$ cat src/rtl/sbqm_occupancy_counter.sv
// Bank queue occupancy counter: synchronised entry/exit photocells, saturating count, status and sticky error flags.
// Optional peak-occupancy tracking is enabled by defining SBQM_PEAK_TRACK_EN.
`timescale 1ns/1ps
module sbqm_occupancy_counter #(
  parameter int unsigned CNT_W     = 3,
  parameter int unsigned MAX_COUNT = 7,
  parameter int unsigned AFULL_LVL = 6
) (
  input  logic             clk,
  input  logic             reset,
  input  logic             enter_sensor,
  input  logic             leave_sensor,
  input  logic             err_clr,
  output logic [CNT_W-1:0] p_count,
  output logic             full_flag,
  output logic             empty_flag,
  output logic             almost_full,
  output logic             enter_evt,
  output logic             leave_evt,
  output logic             overflow_err,
  output logic             underflow_err
`ifdef SBQM_PEAK_TRACK_EN
  ,
  output logic [CNT_W-1:0] peak_count
`endif
);

  localparam int unsigned EXT_W = CNT_W + 1;
  localparam logic [EXT_W-1:0] MAX_EXT   = EXT_W'(MAX_COUNT);
  localparam logic [CNT_W-1:0] MAX_CNT   = CNT_W'(MAX_COUNT);
  localparam logic [CNT_W-1:0] AFULL_CNT = CNT_W'(AFULL_LVL);

  logic r_ent_s1, r_ent_s2, r_ent_s3;
  logic r_lv_s1, r_lv_s2, r_lv_s3;
  logic w_ent_evt, w_lv_evt;

  logic [CNT_W-1:0] r_count;
  logic             r_full, r_empty, r_afull;
  logic             r_enter_evt, r_leave_evt;
  logic             r_ovf, r_unf;

  logic [EXT_W-1:0] w_cnt_ext, w_inc, w_dec;
  logic [CNT_W-1:0] w_next;
  logic             w_enter_acc, w_leave_acc, w_ovf_set, w_unf_set;

  // Two-flop synchronisers plus a history flop for rising-edge detection
  always_ff @(posedge clk or posedge reset) begin
    if (reset) begin
      r_ent_s1 <= 1'b0;
      r_ent_s2 <= 1'b0;
      r_ent_s3 <= 1'b0;
      r_lv_s1  <= 1'b0;
      r_lv_s2  <= 1'b0;
      r_lv_s3  <= 1'b0;
    end else begin
      r_ent_s1 <= enter_sensor;
      r_ent_s2 <= r_ent_s1;
      r_ent_s3 <= r_ent_s2;
      r_lv_s1  <= leave_sensor;
      r_lv_s2  <= r_lv_s1;
      r_lv_s3  <= r_lv_s2;
    end
  end

  assign w_ent_evt = r_ent_s2 & ~r_ent_s3;
  assign w_lv_evt  = r_lv_s2 & ~r_lv_s3;

  // Next-count decision; arithmetic is one bit wider so carry/borrow can be tested before commit
  always_comb begin
    w_cnt_ext   = {1'b0, r_count};
    w_inc       = w_cnt_ext + EXT_W'(1);
    w_dec       = w_cnt_ext - EXT_W'(1);
    w_next      = r_count;
    w_enter_acc = 1'b0;
    w_leave_acc = 1'b0;
    w_ovf_set   = 1'b0;
    w_unf_set   = 1'b0;
    case ({w_ent_evt, w_lv_evt})
      2'b10: begin
        if (w_inc <= MAX_EXT) begin
          w_next      = w_inc[CNT_W-1:0];
          w_enter_acc = 1'b1;
        end else begin
          w_ovf_set = 1'b1;
        end
      end
      2'b01: begin
        if (!w_dec[CNT_W]) begin
          w_next      = w_dec[CNT_W-1:0];
          w_leave_acc = 1'b1;
        end else begin
          w_unf_set = 1'b1;
        end
      end
      2'b11: begin
        if (w_dec[CNT_W]) begin
          // Empty queue: the exit cannot be honoured, the entry still is
          w_next      = w_inc[CNT_W-1:0];
          w_enter_acc = 1'b1;
          w_unf_set   = 1'b1;
        end else begin
          w_enter_acc = 1'b1;
          w_leave_acc = 1'b1;
        end
      end
      default: ;
    endcase
  end

  // Count, flags (from next count so they never lag) and sticky errors
  always_ff @(posedge clk or posedge reset) begin
    if (reset) begin
      r_count     <= '0;
      r_full      <= 1'b0;
      r_empty     <= 1'b1;
      r_afull     <= 1'b0;
      r_enter_evt <= 1'b0;
      r_leave_evt <= 1'b0;
      r_ovf       <= 1'b0;
      r_unf       <= 1'b0;
    end else begin
      r_count     <= w_next;
      r_full      <= (w_next == MAX_CNT);
      r_empty     <= (w_next == '0);
      r_afull     <= (w_next >= AFULL_CNT);
      r_enter_evt <= w_enter_acc;
      r_leave_evt <= w_leave_acc;
      r_ovf       <= w_ovf_set | (r_ovf & ~err_clr);
      r_unf       <= w_unf_set | (r_unf & ~err_clr);
    end
  end

  assign p_count       = r_count;
  assign full_flag     = r_full;
  assign empty_flag    = r_empty;
  assign almost_full   = r_afull;
  assign enter_evt     = r_enter_evt;
  assign leave_evt     = r_leave_evt;
  assign overflow_err  = r_ovf;
  assign underflow_err = r_unf;

`ifdef SBQM_PEAK_TRACK_EN
  logic [CNT_W-1:0] r_peak;

  // High-water mark; err_clr restarts it from the present occupancy
  always_ff @(posedge clk or posedge reset) begin
    if (reset) begin
      r_peak <= '0;
    end else if (err_clr) begin
      r_peak <= r_count;
    end else if (w_next > r_peak) begin
      r_peak <= w_next;
    end
  end

  assign peak_count = r_peak;
`endif

endmodule
$ cat config.mk
export PLATFORM = sky130hd
export DESIGN_NAME = sbqm_occupancy_counter
export DESIGN_NICKNAME = d
export VERILOG_FILES = /design/src/rtl/sbqm_occupancy_counter.sv
export SDC_FILE = /design/constraint.sdc
export NUM_CORES = 1
export LEC_CHECK = 0
export BUFFER_PORTS_ARGS = -buffer_cell sky130_fd_sc_hd__clkbuf_2
export CAP_MARGIN = 5
export CELL_PAD_IN_SITES_DETAIL_PLACEMENT = 0
export CELL_PAD_IN_SITES_GLOBAL_PLACEMENT = 1
export CORE_UTILIZATION = 47
export CTS_BUF_LIST = sky130_fd_sc_hd__clkbuf_8
export CTS_CLUSTER_DIAMETER = 200
export DETAILED_ROUTE_END_ITERATION = 8
export GPL_TIMING_DRIVEN = 1
export MAX_ROUTING_LAYER = met4
export PLACE_DENSITY = 0.93
export SYNTH_ARGS = -nofsm -noshare
export SYNTH_HDL_FRONTEND = slang
export SYNTH_SLANG_ARGS = --single-unit
$ cat constraint.sdc
create_clock -name clk -period 3 [get_ports clk]
set_clock_uncertainty 0.1 [all_clocks]
set_input_delay 0.3 -clock clk [delete_from_list [all_inputs] [get_ports clk]]
set_output_delay 0.3 -clock clk [all_outputs]
set_load 0.01 [all_outputs]
## Yosys cells after proc, flatten, opt, wreduce, memory -nomap -nowiden

Cells that the tools add are included.
W data, S select, Z words.

- Add/subtract/negate cells: 2
- $mul: 0
- Divide/modulo/power cells: 0
- $lt $le $gt $ge: 2
- Equal/unequal tests: 4
- Shift-type cells: 0
- Mux-type cells: 12
- Bitwise gates (word level): 9
- Reductions and logical operators: 2

Operator list:

| operator | count |
|---|---|
| $mux W3 | 3 |
| $pmux W3 S3 | 1 |
| $mux W1 | 7 |
| $add A3 B1 Y4 const B | 1 |
| $and A1 B1 Y1 | 4 |
| $eq A2 B2 Y1 const B | 2 |
| $le A4 B3 Y1 const B | 1 |
| $sub A3 B1 Y4 const B | 1 |
| $eq A3 B3 Y1 const B | 1 |
| $ge A3 B3 Y1 const B | 1 |
| $logic_not A3 Y1 | 1 |
| $not A1 Y1 | 3 |
| $eq A2 B1 Y1 const B | 1 |
| $or A1 B1 Y1 | 2 |
| $pmux W1 S2 | 1 |
| $reduce_or A2 Y1 | 1 |

- Bits in registers: 16
- Bits in latches: 0
- Bits in writable memories: 0
- Memory bits (read-only): 0
- Input port bits: 5
- Output and inout port bits: 10
- Word-level logic and storage cells: 45
- Memories: 0

## Logic depth before layout (Yosys ltp)

- Word-level depth: 6
- Mapped depth: 8
- Mapped depth without buffers: 7

## Worst setup path after synthesis

OpenSTA, ideal clock, no wires.

- Path type: register to register
- Start point: register r_count[0], in the netlist p_count[0]
- End point: register r_full, in the netlist full_flag
- Library setup time: 120 ps
- Arrival: 1,451 ps
- Required time: 2,780 ps
- Path slack: 1,329 ps
- Cell stages (with the launch flop): 7
- Buffers on the path: 1
- Period minus slack after synthesis: 1,671 ps
- Cells stage by stage: dfrtp_1 > buf_4 > inv_1 > ha_1 > a31oi_1 > a32oi_2 > and3_1

- Longest elaborated chain between the ends: 5
- Elaborated cells on any way between the ends: 8
- Those cells by class: add/sub: 2; order compare: 1; eq/ne: 1; mux: 4

RTL lines:

| what | line | source |
|---|---|---|
| from (decl) | 37 | `logic [CNT_W-1:0] r_count;` |
| from (signal assigned) | 122 | `r_count <= w_next;` |
| $add A3 B1 Y4 | 71 | `w_inc = w_cnt_ext + EXT_W'(1);` |
| $le A4 B3 Y1 | 80 | `if (w_inc <= MAX_EXT) begin` |
| $mux W3 | 80 |  |
| $pmux W3 S3 (*) | 78 | `case ({w_ent_evt, w_lv_evt})` |
| via w_next[1] | 43 | `logic [CNT_W-1:0] w_next;` |
| $eq A3 B3 Y1 (*) | 123 | `r_full <= (w_next == MAX_CNT);` |
| to (signal assigned) | 123 |  |
| to (decl) | 38 | `logic r_full, r_empty, r_afull;` |

The timed path passes the listed nets; every way through them passes the cells marked *.

## Worst setup path after layout

Ends and elaborated chain as after synthesis.

==> run metrics <==
max_cap viols 0; # DRC 0; flip-flop and latch count after synthesis 16; 1st-pass router iterations 4; GRT Total Usage 19.36%; Syn Area/Cell 11.79 um2; IO Pins 15; max frequency 0.5489 GHz; cell area power density 885.5 nW/um2; number of flops mapped to enable cells by yosys 0; Final period util 60.73%; CTS max path bufs 2; CTS buffer count 3; Crit Path Max Fanout 11; Slew HR 61.24%; first-pass GRT wire length 2.415 mm; Post-Syn Nets 71; WS Path Type reg2reg; CTS hold repair buffers 0; Post-CTS Setup Bufs 0; setup TNS 0 ns; dpl ws 1.179 ns; Syn Inst Count 64; leakage power 0.0004153 uW; via count 538; Top FF cell, synth dfrtp_1; setup violators final 0; Tmin final 1.822 ns; r2r startpoint p_count[0]; final net count 88; Critical Path AT 1.87 ns; CTS tree yes; Synthesis Warnings 0; CP Launch Point p_count[0]; Synth async-reset ratio 100.0%; initial antenna violation count 0; crit path launch type register; Hold Crit Class in2async; failing checks negative hold slack; clock-pin slew on the worst setup and hold paths 0.06 ns; grt ovf 0; clk_lat worst skew 0.25 ns; Crit. End Element register; Antenna diodes 0; post_cts resized 0; Routed Antenna Nets 0; DR WL/cell 14.49 um; Final Hold Viols 15; FP Rows 14; DRT iter0 DRCs 24; Final WS setup 1.178 ns; hold slack -0.02174 ns; RSZ-0062 raised after global routing false; max-slew violations 0; ratio of cells with drive above 1 in the final layout 38.75%; P&R area growth vs syn 16.75%; die width 42.07 um; Worst Reg-to-Reg Cells 5; Starting Density 50.08%; worst slew pin tran 0.5807 ns; routability cong. 0.7576; R2R Setup Slk 1.18 ns; Max VDD drop 0.4538 mV; Final Core Density 58.47%; DP HPWL 952.3 um; Seq/Total Area, Yosys 53.23%; Core Region 1506 um2; Die ar. 1769 um2; Critical Path End full_flag; Fill cells 120; die extent in y 42.07 um; CTS sink cnt 16; Cell Area, Synth 754.5 um2; reg-to-reg endpoint full_flag; H-tree depth 1; Unique masters post-synth 30; Port-buffer cells 14; vias per cell 5.604; pin count of the biggest net entering global routing 17; Worst Path Required 3.05 ns; root buf cell clkbuf_8; outcome finished with violations; Routed WL 1.391 mm; vias in the first global route 515
[cell usage in the layout, fill, tap and decap left out, types with 2 or more instances in the layout]
| cell | count |
|---|---|
| dfrtp_1 | 15 |
| clkbuf_2 | 14 |
| inv_1 | 5 |
| nand2_1 | 5 |
| o21ai_0 | 5 |
| clkbuf_8 | 4 |
| nor2_1 | 3 |
| nand2b_4 | 2 |
| a31oi_1 | 2 |
| a32oi_2 | 2 |
| a21oi_1 | 2 |
| a22oi_1 | 2 |
| ha_1 | 2 |
[routing by layer]
layer  wire length [um]  track usage (%)
met5                  0                -
met2                662            26.56
met3                 80            3.017
met1                617            25.85
met4                 31            14.37
[sequential cells by signal, indices dropped and copies added (netlist names)]
signal and count:
almost_full 1, overflow_err 1, r_lv_s3 1, full_flag 1, leave_evt 1, r_lv_s2 1, r_ent_s2 1, r_ent_s1 1
underflow_err 1, p_count 3, r_ent_s3 1, empty_flag 1, enter_evt 1, r_lv_s1 1
[where the power goes]
part	internal (uW)	total, uW	switching, uW
registers	262	331	68.8
clock network	116	190	73.7
logic	111	259	148
total	490	780	290
[Yosys cell counts, types with 2 or more instances]
| cell | instances | area share [%] |
|---|---|---|
| dfrtp_1 | 15 | 50 |
| inv_1 | 5 | 2.5 |
| nand2_1 | 5 | 2.5 |
| o21ai_0 | 5 | 3.3 |
| nor2_1 | 3 | 1.5 |
| a21oi_1 | 2 | 1.3 |
| a22oi_1 | 2 | 2.0 |
| a31oi_1 | 2 | 1.7 |
| a32oi_2 | 2 | 4.3 |
| ha_1 | 2 | 3.3 |
| nand2b_4 | 2 | 3.6 |
[through the flow]
stage,instances,cell area (um2),total power [uW],hold slack (ns)
2_1_floorplan,64,754.5,529.0,0.1130
3_3_place_gp,92,825.8,589.6,0.2314
3_5_place_dp,92,825.8,594.8,0.2371
4_1_cts,96,880.8,789.2,0.001250
5_1_grt,96,880.8,835.7,0.04307
6_report,96,880.8,780.0,-0.02174
[worst max-delay path: stages, from the launching register on]
cell	delay, ns
dfrtp_1	0.58
inv_1	0.13
ha_1	0.34
a31oi_1	0.18
a32oi_2	0.17
and3_1	0.21
[worst min-delay path by stage]
stage	cells after the start	end	slack (ns)	startpoint
after floorplan	1	almost_full	0.11	reset
after global placement	0	r_lv_s2	0.23	r_lv_s1
after detailed placement	0	r_ent_s2	0.24	r_ent_s1
after CTS	2	p_count[1]	0.001	reset
after global routing	1	r_lv_s1	0.04	leave_sensor
final	2	p_count[1]	-0.02	reset
[logic make-up after synthesis]
logic type      after synthesis  synth area share, %
buf+inv                       8                5.473
compound gates               20                21.23
flops                        16                53.23
fa+ha+maj                     2                3.316
simple gates                 18                16.75
[cell type report]
type	count	area (um2)	area share [%]
Tap cell	16	20.02	2.273
Sequential cell	16	401.6	45.60
Timing Repair Buffer	14	70.07	7.955
Inverter	6	22.52	2.557
Clock buffer	4	55.05	6.250
Multi-Input combinational cell	40	311.5	35.37
(Power assumes the default switching activity.)
